**src/rtl/sram_arbiter_if.sv**
```systemverilog
// Bundle of the fetch port, data port, SRAM macro pins and error signals
// seen by sram_arbiter; the arbiter uses the slave view.
interface sram_arbiter_if #(
    parameter int ADDR_WIDTH = 10,
    parameter int DATA_WIDTH = 32
);
    localparam int BE_WIDTH = DATA_WIDTH / 8;

    logic                  i_req;
    logic [ADDR_WIDTH-1:0] i_addr;
    logic                  i_gnt;
    logic                  i_rvalid;
    logic [DATA_WIDTH-1:0] i_rdata;

    logic                  d_req;
    logic                  d_we;
    logic [BE_WIDTH-1:0]   d_be;
    logic [ADDR_WIDTH-1:0] d_addr;
    logic [DATA_WIDTH-1:0] d_wdata;
    logic                  d_gnt;
    logic                  d_rvalid;
    logic [DATA_WIDTH-1:0] d_rdata;

    logic                  sram_csb;
    logic                  sram_web;
    logic                  sram_spare_wen;
    logic [ADDR_WIDTH-1:0] sram_addr;
    logic [DATA_WIDTH:0]   sram_din;
    logic [DATA_WIDTH:0]   sram_dout;

    logic                  parity_err;
    logic                  err_sticky;
    logic                  err_clr;

    modport slave (
        input  i_req, i_addr, d_req, d_we, d_be, d_addr, d_wdata, sram_dout, err_clr,
        output i_gnt, i_rvalid, i_rdata, d_gnt, d_rvalid, d_rdata,
               sram_csb, sram_web, sram_spare_wen, sram_addr, sram_din,
               parity_err, err_sticky
    );

    modport master (
        output i_req, i_addr, d_req, d_we, d_be, d_addr, d_wdata, sram_dout, err_clr,
        input  i_gnt, i_rvalid, i_rdata, d_gnt, d_rvalid, d_rdata,
               sram_csb, sram_web, sram_spare_wen, sram_addr, sram_din,
               parity_err, err_sticky
    );
endinterface

```
**src/rtl/sram_arbiter.sv**
```systemverilog
// Round-robin arbiter sharing one single-port SRAM between fetch and data
// ports, with read-modify-write for partial stores and even parity in bit 32.
module sram_arbiter #(
    parameter int ADDR_WIDTH = 10,
    parameter int DATA_WIDTH = 32
) (
    input  logic            clk,
    input  logic            reset,
    sram_arbiter_if.slave   bus
);
    localparam int BE_WIDTH = DATA_WIDTH / 8;

    typedef enum logic {IDLE, RMW_WR} state_t;

    state_t                r_state;
    state_t                w_state_next;
    logic                  r_rr_fetch;      // 1: fetch wins the next tie
    logic                  w_rr_fetch_next;
    logic                  r_i_rvalid;
    logic                  r_d_rvalid;
    logic                  r_err_sticky;

    logic                  w_fetch_sel;
    logic                  w_data_sel;
    logic                  w_i_rd;
    logic                  w_d_rd;
    logic                  w_i_gnt;
    logic                  w_d_gnt;
    logic                  w_csb;
    logic                  w_web;
    logic [ADDR_WIDTH-1:0] w_addr;
    logic [DATA_WIDTH:0]   w_din;
    logic [DATA_WIDTH-1:0] w_merged;
    logic                  w_check;
    logic                  w_parity_err;

    always_comb begin
        w_merged = '0;
        for (int b = 0; b < BE_WIDTH; b++) begin
            w_merged[8*b +: 8] = bus.d_be[b] ? bus.d_wdata[8*b +: 8] : bus.sram_dout[8*b +: 8];
        end
    end

    always_comb begin
        // NOTE: every output gets a default first so no path can infer a latch.
        w_state_next    = r_state;
        w_rr_fetch_next = r_rr_fetch;
        w_fetch_sel     = 1'b0;
        w_data_sel      = 1'b0;
        w_i_rd          = 1'b0;
        w_d_rd          = 1'b0;
        w_i_gnt         = 1'b0;
        w_d_gnt         = 1'b0;
        w_csb           = 1'b1;
        w_web           = 1'b1;
        w_addr          = '0;
        w_din           = '0;
        // Commands are combinational, so they are held off while reset is high.
        if (!reset) begin
            case (r_state)
                IDLE: begin
                    w_fetch_sel = bus.i_req && (!bus.d_req || r_rr_fetch);
                    w_data_sel  = bus.d_req && !w_fetch_sel;
                    if (w_fetch_sel) begin
                        w_csb           = 1'b0;
                        w_addr          = bus.i_addr;
                        w_i_gnt         = 1'b1;
                        w_i_rd          = 1'b1;
                        w_rr_fetch_next = 1'b0;
                    end else if (w_data_sel) begin
                        w_rr_fetch_next = 1'b1;
                        if (!bus.d_we) begin
                            w_csb   = 1'b0;
                            w_addr  = bus.d_addr;
                            w_d_gnt = 1'b1;
                            w_d_rd  = 1'b1;
                        end else if (&bus.d_be) begin
                            w_csb   = 1'b0;
                            w_web   = 1'b0;
                            w_addr  = bus.d_addr;
                            w_din   = {^bus.d_wdata, bus.d_wdata};
                            w_d_gnt = 1'b1;
                        end else if (bus.d_be == '0) begin
                            w_d_gnt = 1'b1;
                        end else begin
                            w_csb        = 1'b0;
                            w_addr       = bus.d_addr;
                            w_state_next = RMW_WR;
                        end
                    end
                end
                RMW_WR: begin
                    w_csb        = 1'b0;
                    w_web        = 1'b0;
                    w_addr       = bus.d_addr;
                    w_din        = {^w_merged, w_merged};
                    w_d_gnt      = 1'b1;
                    w_state_next = IDLE;
                end
            endcase
        end
    end

    assign w_check      = r_i_rvalid || r_d_rvalid || (r_state == RMW_WR);
    assign w_parity_err = w_check && (^bus.sram_dout);

    always_ff @(posedge clk or posedge reset) begin
        if (reset) begin
            r_state      <= IDLE;
            r_rr_fetch   <= 1'b1;
            r_i_rvalid   <= 1'b0;
            r_d_rvalid   <= 1'b0;
            r_err_sticky <= 1'b0;
        end else begin
            // NOTE: non-blocking assignments so all state updates see pre-edge values.
            r_state    <= w_state_next;
            r_rr_fetch <= w_rr_fetch_next;
            r_i_rvalid <= w_i_rd;
            r_d_rvalid <= w_d_rd;
            if (w_parity_err) begin
                r_err_sticky <= 1'b1;
            end else if (bus.err_clr) begin
                r_err_sticky <= 1'b0;
            end
        end
    end

    assign bus.i_gnt          = w_i_gnt;
    assign bus.d_gnt          = w_d_gnt;
    assign bus.i_rvalid       = r_i_rvalid;
    assign bus.d_rvalid       = r_d_rvalid;
    assign bus.i_rdata        = r_i_rvalid ? bus.sram_dout[DATA_WIDTH-1:0] : '0;
    assign bus.d_rdata        = r_d_rvalid ? bus.sram_dout[DATA_WIDTH-1:0] : '0;
    assign bus.sram_csb       = w_csb;
    assign bus.sram_web       = w_web;
    assign bus.sram_spare_wen = !w_csb && !w_web;
    assign bus.sram_addr      = w_addr;
    assign bus.sram_din       = w_din;
    assign bus.parity_err     = w_parity_err;
    assign bus.err_sticky     = r_err_sticky;
endmodule

```
**src/flat_wrapper.sv**
```systemverilog
// flat-port wrapper written by rule: the top's interface ports become plain ports
module sram_arbiter_flat 
#(
    parameter int ADDR_WIDTH = 10,
    parameter int DATA_WIDTH = 32
)
  (clk, reset, bus_i_req, bus_i_addr, bus_d_req, bus_d_we, bus_d_be, bus_d_addr, bus_d_wdata, bus_sram_dout, bus_err_clr, bus_i_gnt, bus_i_rvalid, bus_i_rdata, bus_d_gnt, bus_d_rvalid, bus_d_rdata, bus_sram_csb, bus_sram_web, bus_sram_spare_wen, bus_sram_addr, bus_sram_din, bus_parity_err, bus_err_sticky);
  sram_arbiter_if #(.ADDR_WIDTH(ADDR_WIDTH), .DATA_WIDTH(DATA_WIDTH)) bus_i ();
  input  logic clk;
  input  logic reset;
  input wire logic [$bits(bus_i.i_req)-1:0] bus_i_req;
  input wire logic [$bits(bus_i.i_addr)-1:0] bus_i_addr;
  input wire logic [$bits(bus_i.d_req)-1:0] bus_d_req;
  input wire logic [$bits(bus_i.d_we)-1:0] bus_d_we;
  input wire logic [$bits(bus_i.d_be)-1:0] bus_d_be;
  input wire logic [$bits(bus_i.d_addr)-1:0] bus_d_addr;
  input wire logic [$bits(bus_i.d_wdata)-1:0] bus_d_wdata;
  input wire logic [$bits(bus_i.sram_dout)-1:0] bus_sram_dout;
  input wire logic [$bits(bus_i.err_clr)-1:0] bus_err_clr;
  output wire logic [$bits(bus_i.i_gnt)-1:0] bus_i_gnt;
  output wire logic [$bits(bus_i.i_rvalid)-1:0] bus_i_rvalid;
  output wire logic [$bits(bus_i.i_rdata)-1:0] bus_i_rdata;
  output wire logic [$bits(bus_i.d_gnt)-1:0] bus_d_gnt;
  output wire logic [$bits(bus_i.d_rvalid)-1:0] bus_d_rvalid;
  output wire logic [$bits(bus_i.d_rdata)-1:0] bus_d_rdata;
  output wire logic [$bits(bus_i.sram_csb)-1:0] bus_sram_csb;
  output wire logic [$bits(bus_i.sram_web)-1:0] bus_sram_web;
  output wire logic [$bits(bus_i.sram_spare_wen)-1:0] bus_sram_spare_wen;
  output wire logic [$bits(bus_i.sram_addr)-1:0] bus_sram_addr;
  output wire logic [$bits(bus_i.sram_din)-1:0] bus_sram_din;
  output wire logic [$bits(bus_i.parity_err)-1:0] bus_parity_err;
  output wire logic [$bits(bus_i.err_sticky)-1:0] bus_err_sticky;
  assign bus_i.i_req = bus_i_req;
  assign bus_i.i_addr = bus_i_addr;
  assign bus_i.d_req = bus_d_req;
  assign bus_i.d_we = bus_d_we;
  assign bus_i.d_be = bus_d_be;
  assign bus_i.d_addr = bus_d_addr;
  assign bus_i.d_wdata = bus_d_wdata;
  assign bus_i.sram_dout = bus_sram_dout;
  assign bus_i.err_clr = bus_err_clr;
  assign bus_i_gnt = bus_i.i_gnt;
  assign bus_i_rvalid = bus_i.i_rvalid;
  assign bus_i_rdata = bus_i.i_rdata;
  assign bus_d_gnt = bus_i.d_gnt;
  assign bus_d_rvalid = bus_i.d_rvalid;
  assign bus_d_rdata = bus_i.d_rdata;
  assign bus_sram_csb = bus_i.sram_csb;
  assign bus_sram_web = bus_i.sram_web;
  assign bus_sram_spare_wen = bus_i.sram_spare_wen;
  assign bus_sram_addr = bus_i.sram_addr;
  assign bus_sram_din = bus_i.sram_din;
  assign bus_parity_err = bus_i.parity_err;
  assign bus_err_sticky = bus_i.err_sticky;
  sram_arbiter #(.ADDR_WIDTH(ADDR_WIDTH), .DATA_WIDTH(DATA_WIDTH)) u_core (.clk(clk), .reset(reset), .bus(bus_i));
endmodule
```
**config.mk**
```make
export PLATFORM = sky130hd
export DESIGN_NAME = sram_arbiter_flat
export DESIGN_NICKNAME = d
export VERILOG_FILES = /design/src/rtl/sram_arbiter_if.sv /design/src/rtl/sram_arbiter.sv /design/src/flat_wrapper.sv
export SDC_FILE = /design/constraint.sdc
export NUM_CORES = 1
export LEC_CHECK = 0
export ABC_AREA = 1
export CAP_MARGIN = 20
export CORE_ASPECT_RATIO = 1.25
export CORE_MARGIN = 8
export CORE_UTILIZATION = 44
export CTS_CLUSTER_DIAMETER = 200
export DETAILED_ROUTE_END_ITERATION = 8
export PLACE_DENSITY = 0.91
export SYNTH_ARGS = -nofsm -noshare
export SYNTH_HDL_FRONTEND = slang
export SYNTH_SLANG_ARGS = --single-unit
export TNS_END_PERCENT = 30
```
**constraint.sdc**
```tcl
create_clock -name clk -period 2.3 [get_ports clk]
set_input_delay 0.345 -clock clk [delete_from_list [all_inputs] [get_ports clk]]
set_output_delay 0.345 -clock clk [all_outputs]
set_load 0.02 [all_outputs]
```
## Word level (Yosys, flattened, before mapping)

Cells that the tools add are included.

- Register bits after elaboration: 5
- Bits of input ports: 95
- Output and inout port bits: 116
- Word-level logic and storage cells: 82

- Mux-type cells: 56
- Bitwise gates (word level): 2
- Reduce and logical (&&, ||, !) cells: 19

Operators by type and width:

| cell | count |
|---|---|
| 33-bit 2-to-1 mux | 5 |
| 33-bit one-hot mux with 2 select lines | 1 |
| 32-bit 2-to-1 mux | 2 |
| 32-bit XOR reduction | 2 |
| 10-bit 2-to-1 mux | 6 |
| 1-bit 2-to-1 mux | 33 |
| 33-bit XOR reduction | 1 |
| 8-bit 2-to-1 mux | 4 |
| 10-bit one-hot mux with 2 select lines | 1 |
| 1-bit one-hot mux with 2 select lines | 4 |
| 1-bit logical AND | 4 |
| 1-bit logical NOT | 4 |
| 4-bit logical NOT | 1 |
| 4-bit AND reduction | 1 |
| 2-bit nonzero test | 2 |
| 1-bit logical OR | 3 |
| 3-bit AND reduction | 1 |
| 1-bit NOT | 2 |

## Logic depth before layout (Yosys ltp)

Gate-level depths: netlist of the first run.

- Word-level depth: 11
- Depth in mapped cells: 19
- Gate-level depth less buffers: 17

## Least setup slack after synthesis of the first run

OpenSTA, ideal clock, no wires.

- Kind: in2out
- Start: in bus_d_be[1]
- End: out bus_sram_web
- Arrival: 1689 ps
- Required time: 1955 ps
- Path slack: 266 ps
- Stages on the path: 9
- Buffers on the path: 2
- Path through: buf_6 -> inv_6 -> buf_6 -> nor4_4 -> nand3_2 -> nand2_1 -> inv_2 -> nor2_1 -> inv_1

- Longest elaborated chain between the ends: 7

RTL lines:

| element | line | source |
|---|---|---|
| from (decl) | flat_wrapper.sv:15 | `input wire logic [$bits(bus_i.d_be)-1:0] bus_d_be;` |
| 4-bit AND reduction | sram_arbiter.sv:77 | `end else if (&bus.d_be) begin` |
| 1-bit 2-to-1 mux | sram_arbiter.sv:77 |  |
| 1-bit 2-to-1 mux | sram_arbiter.sv:72 | `if (!bus.d_we) begin` |
| 1-bit 2-to-1 mux | sram_arbiter.sv:70 | `end else if (w_data_sel) begin` |
| 1-bit 2-to-1 mux | sram_arbiter.sv:64 | `if (w_fetch_sel) begin` |
| 1-bit one-hot mux with 2 select lines | sram_arbiter.sv:60 | `case (r_state)` |
| 1-bit 2-to-1 mux | sram_arbiter.sv:59 | `if (!reset) begin` |
| to (decl) | flat_wrapper.sv:27 | `output wire logic [$bits(bus_i.sram_web)-1:0] bus_sram_web;` |

Every way passes these cells.

## Worst setup path after layout of the first run

- Start: in reset
- End: out bus_i_gnt

- Longest elaborated chain between the ends: 1

RTL lines:

| element | line | source |
|---|---|---|
| from (decl) | flat_wrapper.sv:10 | `input logic reset;` |
| 1-bit 2-to-1 mux | sram_arbiter.sv:59 |  |
| to (decl) | flat_wrapper.sv:20 | `output wire logic [$bits(bus_i.i_gnt)-1:0] bus_i_gnt;` |

Every way passes these cells.

==> impl_metrics.py, run 1 <==
metrics = {
    "status": {
        "status": "completed",
    },
    "synth": {
        "synth_seq_area_share_pct": 3.029,
        "ys_warn_count": 0,
        "syn-num-nets": 930,
        "ys_top_cells_by_area": "nand2_1 (40%), inv_1 (13%), a211oi_2 (8.7%)",
        "netlist_instances": 835,
        "synthArstFlopShare_pct": 100.0,
        "ys_seq_elements": 5,
        "ys_types": 34,
        "ys.flop_type": "dfrtp_1",
        "synth_area_per_cell_um2": 4.996,
        "netlist.area_leader.share_pct": 39.50,
        "yosys.area.top_type": "nand2_1",
        "synthesis.area_um2": 4172,
        "synth_edf_count": 0,
    },
    "floorplan": {
        "fp.dieW_um": 103.1,
        "io_pins": 211,
        "core_area_um2": 9174,
        "start_util_pct": 45.47,
        "die_area_um2": 12870,
        "die_h_um": 124.9,
        "fp-row-count": 39,
    },
    "drt": {
        "routed_wirelength_um": 18700,
        "ant_nets": 0,
        "dr.pass1.iters": 5,
        "num_vias": 6259,
        "drcViolationCount": 0,
        "wl_per_cell_um": 14.88,
        "drt-initial-drc-count": 275,
        "routed_via_density": 4.983,
    },
    "pwr": {
        "peakVddDrop_mv": 0.1881,
        "clkPwrFrac_pct": 12.8,
        "p_leak_nw": 4.370,
        "switching_power_mw": 1.134,
        "p_comb_share_pct": 82.0,
        "power_density_nw_per_um2": 307.8,
        "internal_power_mw": 1.131,
        "power.total_mw": 2.265,
        "swShare_pct": 50.06,
        "sequentialPowerShare_pct": 5.1,
    },
    "sta": {
        "worst_pin_slew_ns": 0.3894,
        "fin_crit_sh_pct": 97.81,
        "finalSetupViolations": 0,
        "slew_headroom_pct": 74.04,
        "fin_ws_ns": 0.05047,
        "rsz0062_at_grt": "yes",
        "hold_viol_final": 0,
        "fmax_ghz": 0.4445,
        "drv_slew": 0,
        "fin_crit_ns": 2.250,
        "fin_hold_ws_ns": 0.5182,
        "final.setup_skew_ns": 0.0008919,
    },
    "setup_path": {
        "reg2reg_depth": 7,
        "r2r_slack_ns": 0.97,
        "end_kind": "output pin",
        "timing_worst_setup_path_type": "in -> out",
        "required_ns": 1.96,
        "crit-reg2reg-launch": "u_core.r_state",
        "r2r-end": "u_core.bus.err_sticky",
        "crit_path_start_kind": "input port",
        "cp.arrival_ns": 1.90,
        "critPathMaxFanout": 12,
    },
    "global_routing": {
        "grt_max_degree": 34,
        "overflow": 0,
        "antenna_found_initial": 0,
        "grt_pass1_wl_um": 27800,
        "track_usage_pct": 26.41,
        "grt_pass1_vias": 6102,
    },
    "run": {
        "drv_cap": 0,
    },
    "clock_network": {
        "ctsHoldBuffers": 0,
        "cts.reportedPaths.clkPinSlew_ns": 0.03,
        "cts_buffers": 3,
        "cts.sinks": 5,
        "cts_tree": "built",
        "cts-root-buf": "clkbuf_16",
        "clk_latency_ns": 0.23,
        "h-tree-depth": 1,
        "cts_max_path_buffers": 2,
    },
    "worst_hold_path": {
        "holdPathStages": 2,
        "hold_end": "u_core.bus.err_sticky",
        "worst_hold_path_type": "reg -> reg",
        "hold_start": "u_core.bus.err_sticky",
    },
    "cells_and_area": {
        "nNetsFinal": 1229,
        "drive_above_1_share_pct": 31.77,
        "diodes": 0,
        "syn2layout_area_growth_pct": 76.45,
        "final_cells": 1256,
    },
    "place": {
        "io_buffer_count": 210,
        "dpl_worst_slack_ns": -0.8733,
        "post-dp-hpwl_um": 14070,
        "gp_congestion": 0.8877,
        "post-place-cells": 1234,
    },
}
==> final cells by class <==
type | count | area (um^2)
tap | 123 | 153.9
timing repair buffer | 332 | 2819
timing repair inverter | 1 | 8.758
sequential | 5 | 126.4
multi-input combinational | 639 | 3557
inverter | 152 | 616.8
clock buffer | 4 | 78.83
fill | 664 | 1813
==> state kept, by name (all words and copies together), names as in the netlist <==
register	count
u_core.r_rr_fetch	1
u_core.bus.i_rvalid	1
u_core.r_state	1
u_core.bus.d_rvalid	1
u_core.bus.err_sticky	1
==> placed cells by master, fill, tap and decap left out, types with 11 or more instances in the layout <==
| cell | synthesis | final |
|---|---|---|
| o21ai_2 | 4 | 13 |
| clkbuf_2 | 1 | 29 |
| buf_4 | 2 | 111 |
| xnor2_2 | 0 | 18 |
| clkdlybuf4s15_1 | 0 | 11 |
| o21ai_0 | 48 | 35 |
| nor2_1 | 15 | 12 |
| a211oi_2 | 29 | 29 |
| buf_6 | 11 | 11 |
| buf_2 | 4 | 36 |
| inv_1 | 143 | 125 |
| nand2_2 | 10 | 47 |
| xor2_1 | 18 | 11 |
| inv_2 | 4 | 21 |
| nand2_1 | 439 | 401 |
| dlygate4sd2_1 | 0 | 27 |
| xnor2_1 | 38 | 19 |
| clkdlybuf4s50_1 | 0 | 92 |
==> synthesized netlist by cell type (4+ instances only) <==
| master | n |
|---|---|
| buf_6 | 11 |
| o21ai_2 | 4 |
| dfrtp_1 | 4 |
| nand2_2 | 10 |
| o21ai_0 | 48 |
| nor2_1 | 15 |
| nand3_1 | 10 |
| a32o_1 | 10 |
| inv_2 | 4 |
| xor2_1 | 18 |
| buf_2 | 4 |
| inv_1 | 143 |
| nand2_1 | 439 |
| xnor2_1 | 38 |
| a211oi_2 | 29 |
| clkbuf_1 | 16 |
| o21ai_1 | 5 |
==> kinds of logic (layout without fill, tap and decap cells) <==
logic type / after synthesis / after routing / share of synthesized area (%)
AOI/OAI and AO/OA: 99 / 99 / 19.17
xor gates and xnor gates: 56 / 56 / 11.76
buffers and inverters: 191 / 489 / 20.46
DFF: 5 / 5 / 3.030
and+or+nand+nor: 484 / 484 / 45.59
==> how the worst max path moves through the flow <==
stage                                 start  slack (ns)               end
after floorplan                 bus_d_be[1]        0.27      bus_sram_web
after global placement          bus_d_be[0]       -0.82  bus_sram_din[32]
after detailed placement        bus_d_be[0]       -0.87  bus_sram_din[32]
after CTS                 bus_sram_dout[13]       -0.06  bus_sram_din[32]
after global routing        bus_d_wdata[11]        -0.1  bus_sram_din[32]
final                                 reset        0.05         bus_i_gnt
==> per-layer routing <==
metal | wire, um | GRT usage (%)
met2 | 9960 | 51.01
met4 | 572 | 9.394
met5 | 0 | 0
met1 | 6752 | 26.52
met3 | 1409 | 4.698
==> through the flow <==
| step | area [um^2] | utilization [%] | TNS [ns] |
|---|---|---|---|
| 2_1_floorplan | 4172 | - | 0 |
| 3_3_place_gp | 7036 | 76.69 | -32.38 |
| 3_5_place_dp | 7036 | 76.69 | -34.14 |
| 4_1_cts | 7101 | 77.40 | -0.05520 |
| 5_1_grt | 7361 | 80.24 | -0.1284 |
| 6_report | 7361 | 80.24 | 0 |
==> timing repair <==
action                                  4_1_cts  5_1_grt
pin swaps                                    19       41
resized for setup                           344      157
buffers inserted                              6        9
endpoints found under the setup margin       49       30
gates cloned                                  0        3
endpoints found under the hold margin         0        0
==> power groups by stage <==
stage          Combinational, mW  Clock [mW]  Sequential, mW
6_report                    1.86       0.290           0.117
5_1_grt                     2.02       0.297           0.118
4_1_cts                     1.72       0.291           0.115
3_5_place_dp                1.71           0           0.114
3_3_place_gp                1.66           0           0.114
2_1_floorplan              0.969           0           0.121
==> critical path: stages <==
cell,delay [ns]
clkdlybuf4s50_1,0.46
buf_4,0.17
nor2_1,0.15
inv_1,0.10
nor2_1,0.13
buf_4,0.20
dlygate4sd2_1,0.35
Note: power is estimated with default switching activity, not from simulation.
==> run 2, diff against run 1 <==
--- a/config.mk
+++ b/config.mk
@@ -6,11 +6,10 @@
 export NUM_CORES = 1
 export LEC_CHECK = 0
 export ABC_AREA = 1
-export CAP_MARGIN = 20
 export CORE_ASPECT_RATIO = 1.25
 export CORE_MARGIN = 8
 export CORE_UTILIZATION = 44
-export CTS_CLUSTER_DIAMETER = 200
+export CTS_CLUSTER_DIAMETER = 40
 export DETAILED_ROUTE_END_ITERATION = 8
 export PLACE_DENSITY = 0.91
 export SYNTH_ARGS = -nofsm -noshare
==> results of run 2 <==
Final layout, timing and power as in run 1 (identical DEF).
==> run 3, diff against run 2 <==
--- a/config.mk
+++ b/config.mk
@@ -6,6 +6,7 @@
 export NUM_CORES = 1
 export LEC_CHECK = 0
 export ABC_AREA = 1
+export ABC_CLOCK_PERIOD_IN_PS = 2300
 export CORE_ASPECT_RATIO = 1.25
 export CORE_MARGIN = 8
 export CORE_UTILIZATION = 44
==> results of run 3 <==
Final layout, timing and power as in run 1 (identical DEF).
